[src/rtl/id_ex_reg.sv]
// ID/EX pipeline register: payload capture with flush/hold/bubble control and
// saturating stall counters. Shared payload types live in id_ex_pkg below.
package id_ex_pkg;

  typedef struct packed {
    logic [5:0] opcode;
    logic [5:0] funct;
    logic [4:0] wr_addr;
    logic       reg_we;
    logic       mem_read;
    logic       mem_write;
    logic [3:0] alu_op;
  } decoded_instr_t;

  typedef struct packed {
    logic           valid;
    logic [31:0]    pc;
    decoded_instr_t decoded;
    logic [31:0]    rs_data;
    logic [31:0]    rt_data;
  } pipe_id_t;

  // All-zero decode is the NOP (sll $0,$0,0): no write, no load, address 0
  localparam decoded_instr_t NOP_DEC = '0;
  localparam pipe_id_t BUBBLE = '{valid: 1'b0, pc: 32'h0, decoded: NOP_DEC,
                                  rs_data: 32'h0, rt_data: 32'h0};

endpackage

module id_ex_reg
  import id_ex_pkg::*;
#(
  parameter int CNT_W = 16
) (
  input  logic             clk,
  input  logic             rst_n,
  input  logic             flush_i,
  input  logic             ex_stall_i,
  input  logic             fwd_stall_i,
  input  logic             id_valid_i,
  input  logic [31:0]      id_pc_i,
  input  decoded_instr_t   id_decoded_i,
  input  logic [31:0]      id_rs_data_i,
  input  logic [31:0]      id_rt_data_i,
  output logic             id_ready_o,
  output pipe_id_t         pipe_id_o,
  output logic [CNT_W-1:0] bubble_cnt_o,
  output logic [CNT_W-1:0] hold_cnt_o
);

  localparam logic [CNT_W-1:0] CNT_MAX = '1;

  function automatic logic [CNT_W-1:0] sat_inc(input logic [CNT_W-1:0] c);
    return (c == CNT_MAX) ? c : c + 1'b1;
  endfunction

  pipe_id_t         pipe_p1;
  logic [CNT_W-1:0] bubble_cnt_p1;
  logic [CNT_W-1:0] hold_cnt_p1;

  // Flush always lets decode move on; either stall blocks it
  assign id_ready_o = flush_i | ~(ex_stall_i | fwd_stall_i);

  // ID -> EX boundary
  always_ff @(posedge clk or negedge rst_n) begin
    if (!rst_n) begin
      pipe_p1       <= BUBBLE;
      bubble_cnt_p1 <= '0;
      hold_cnt_p1   <= '0;
    end else if (flush_i) begin
      pipe_p1 <= BUBBLE;
    end else if (ex_stall_i) begin
      hold_cnt_p1 <= sat_inc(hold_cnt_p1);
    end else if (fwd_stall_i) begin
      pipe_p1 <= BUBBLE;
      if (id_valid_i)
        bubble_cnt_p1 <= sat_inc(bubble_cnt_p1);
    end else if (id_valid_i) begin
      pipe_p1 <= '{valid: 1'b1, pc: id_pc_i, decoded: id_decoded_i,
                   rs_data: id_rs_data_i, rt_data: id_rt_data_i};
    end else begin
      pipe_p1 <= BUBBLE;
    end
  end

  assign pipe_id_o    = pipe_p1;
  assign bubble_cnt_o = bubble_cnt_p1;
  assign hold_cnt_o   = hold_cnt_p1;

endmodule

[config.mk]
export PLATFORM = sky130hd
export DESIGN_NAME = id_ex_reg
export DESIGN_NICKNAME = d
export VERILOG_FILES = /design/src/rtl/id_ex_reg.sv
export SDC_FILE = /design/constraint.sdc
export NUM_CORES = 1
export LEC_CHECK = 0
export CORE_MARGIN = 5
export CORE_UTILIZATION = 41
export CTS_CLUSTER_SIZE = 25
export DETAILED_ROUTE_END_ITERATION = 8
export PLACE_DENSITY = 0.82
export SYNTH_ARGS = -nofsm -noshare
export SYNTH_HDL_FRONTEND = slang
export SYNTH_SLANG_ARGS = --single-unit
[constraint.sdc]
create_clock -name clk -period 2 [get_ports clk]
set_input_delay 0.6 -clock clk [delete_from_list [all_inputs] [get_ports clk]]
set_output_delay 0.6 -clock clk [all_outputs]
set_load 0.005 [all_outputs]
==> results.md <==
- Outcome: finished clean
- Pwr dens: 773 nW/µm²
- I/O pin count: 280
- Critical Path Max Stage Delay: 0.55 ns
- Via count: 4,733
- Seq/Total Area, Yosys: 66.6%
- Most utilized layer in the global route result: met2
- Hpwl dp: 12.6 mm
- Die X-Extent: 128 µm
- Grt met1 use: 26.4%
- H-tree Lvls: 4
- Post-route DRC violation count: 0
- Netlist cell types: 35
- Nets: 851
- Final setup vio count: 0
- Reg-to-reg endpoint: hold_cnt_o[1]
- Largest net degree at the start of global routing: 65
- Synth Cell Area: 5750 µm²
- First-pass GRT wire length: 27.5 mm
- DRT antenna net count: 0
- Max Cap Viol: 0
- Worst slew pin tran: 0.425 ns
- Crit Reg-Reg Startpoint: hold_cnt_o[1]
- Mean Syn Cell Area: 14.1 µm²
- Crit path max fanout: 4
- Routed WL: 17.4 mm
- Unrepaired setup endpoints after global routing: false
- Total power: 7460 µW
- Global Route Usage Sum: 21.3%
- Reg-to-reg slack, setup: 0.19 ns
- Delay-heaviest family, CP: buffers and inverters
- Post-synth top area cell: dfrtp_1
- Pre-antenna DRT Iters: 4
- Worst R2R Path Depth: 6
- CTS sink count: 153
- Top FF cell, synth: dfrtp_1
- Lkg Pwr: 0.00441 µW
- ANT cells: 0
- Top-count cell post-synth: dfrtp_1
- Mapped Cells: 407
- Layout Skew: 0.00771 ns
- Row Count: 43
- Clock slew seen by the registers of the worst setup and hold paths: 0.06 ns
- Fin util: 69.8%
- Crit path buffers/inverters: 1
- CTS tree: done
- Maximum VDD drop: 0.000553 V
- Die area: 16,500 µm²
- Root buf cell: clkbuf_16
- Met2 Usage GRT: 35.4%
- Mapped Nets: 535
- Setup crit start kind: flip-flop
- CORE AREA: 13,800 µm²
- CTS buffer count: 17
- Vias in the first global route: 5,132
- Vias/cell: 5.17
- Period utilization: 97.6%
- GR Util met3: 6.81%
- Drt first-iter violations: 245
- Fin area: 9650 µm²
- Syn. warnings: 0
- Port bufs: 279
- Post-synth EDFFs: 0
- Max stage delay cell, worst path: clkdlybuf4s50_1
- Share of cells above drive strength 1: 13.3%
- Slew Limit Headroom: 71.6%
- Fin. max-slew vios: 0
- Setup crit end kind: output pin
- HP Class: primary input to async pin
- Initial antenna violation count: 0
- Synth cell count leaders: 153 x dfrtp_1, 120 x a22o_1, 22 x xor2_1
- Maximum root-to-sink buffer count: 2
- Minimum clock period: 1.95 ns
- Synth-to-layout area growth: 67.9%
- Asr flop ratio synth: 100%
- Skew-Pair Late Insertion Delay: 0.41 ns
- Initial Utilization: 41.6%
- CP arrival: 1.35 ns
- FMAX: 512 MHz
- Post-Place Cell Area: 8960 µm²
- Critical Path, Cell by Cell: clkdlybuf4s50_1
- Yosys top cell area share: 66.6%
- Crit Path Class: flip-flop to output pin
- Synth top area cells: dfrtp_1 67%, a22o_1 18%, xor2_1 3.4%, nand4_1 1.2%, clkbuf_1 1.1%
- #FFs+latches synth: 153
- Hold Fails Final Rpt: 0
- Gp weighted congestion: 0.869
- Grt ovf: 0
- Drt wl/cell: 19.0 µm
- CP required: 1.40 ns
- Die Y: 128 µm
## kinds of logic (layout without fill, tap and decap cells)
logic type	count (synthesis)	in the layout	share of synthesized area, %
AOI/OAI and AO/OA	125	125	18.9
xor gates and xnor gates	29	29	4.42
adders and majority gates	2	2	0.435
buffers and inverters	29	357	2.16
DFF	153	153	66.6
muxes	2	2	0.392
and+or+nand+nor	67	67	7.10
## flip-flops by register name (all words and copies together), names as in the netlist
signal,flops
pipe_id_o,121
hold_cnt_o,16
bubble_cnt_o,16
## layout by cell type, fill, tap and decap left out, drive strengths merged, types with 2 or more instances in the layout
| cell | instances |
|---|---|
| nor3b | 2 |
| dlymetal6s2s | 4 |
| nor3 | 11 |
| clkinv | 5 |
| nand2 | 11 |
| a22o | 120 |
| ha | 2 |
| clkdlybuf4s50 | 266 |
| nor2 | 6 |
| o21ai | 2 |
| inv | 3 |
| xnor2 | 7 |
| nor4b | 2 |
| and3 | 2 |
| nand3b | 2 |
| mux2 | 2 |
| clkinvlp | 3 |
| nand3 | 4 |
| buf | 48 |
| clkbuf | 20 |
| nand4 | 11 |
| dlygate4sd2 | 8 |
| nor4 | 6 |
| xor2 | 22 |
| dfrtp | 153 |
## metrics by stage
| stage | hold WS [ns] | instances | setup TNS (ns) | setup WS (ns) |
|---|---|---|---|---|
| after floorplan | 0.304 | 407 | 0 | 0.133 |
| after global placement | 0.470 | 867 | -31.19 | -0.370 |
| after detailed placement | 0.472 | 867 | -36.35 | -0.422 |
| after CTS | 0.0268 | 908 | 0 | 0.00108 |
| after global routing | 0.0340 | 915 | 0 | 0.000376 |
| final | 0.0349 | 915 | 0 | 0.0481 |
## routing by layer
metal | routed length [µm] | vias to the layer above | share of wire, %
met1 | 7060 | 2332 | 41
met4 | 294 | 0 | 1.7
met3 | 1360 | 23 | 7.8
met2 | 8700 | 202 | 50
li1 | - | 2176 | -
met5 | 0 | - | 0
## timing repair
item / CTS / global route
setup buffers: 10 / 7
hold buffers: 0 / 0
setup endpoints to repair: 19 / 10
resized for setup: 13 / 7
## report_power, final
group          switching [µW]  leakage (µW)  internal, µW
Sequential                126       0.00209          3250
Clock                    1300      0.000265          1700
Combinational             411       0.00205           675
Total                    1830       0.00441          5620
## final cells by class
| type | count | area [µm²] |
|---|---|---|
| clock buffers | 20 | 467 |
| fillers | 925 | 4180 |
| well taps | 180 | 225 |
| multi-input cells | 225 | 1810 |
| flip-flops and latches | 153 | 3840 |
| clock inverters | 11 | 88.8 |
| repair buffers | 326 | 3220 |
## how the worst max path moves through the flow
stage,startpoint,end,depth (start not counted)
after floorplan,ex_stall_i,bubble_cnt_o[15],5
after global placement,ex_stall_i,bubble_cnt_o[15],5
after detailed placement,ex_stall_i,bubble_cnt_o[15],5
after CTS,bubble_cnt_o[2],bubble_cnt_o[2],1
after global routing,pipe_id_o[98],pipe_id_o[98],1
final,hold_cnt_o[6],hold_cnt_o[6],1
Note: power is estimated with default switching activity, not from simulation.
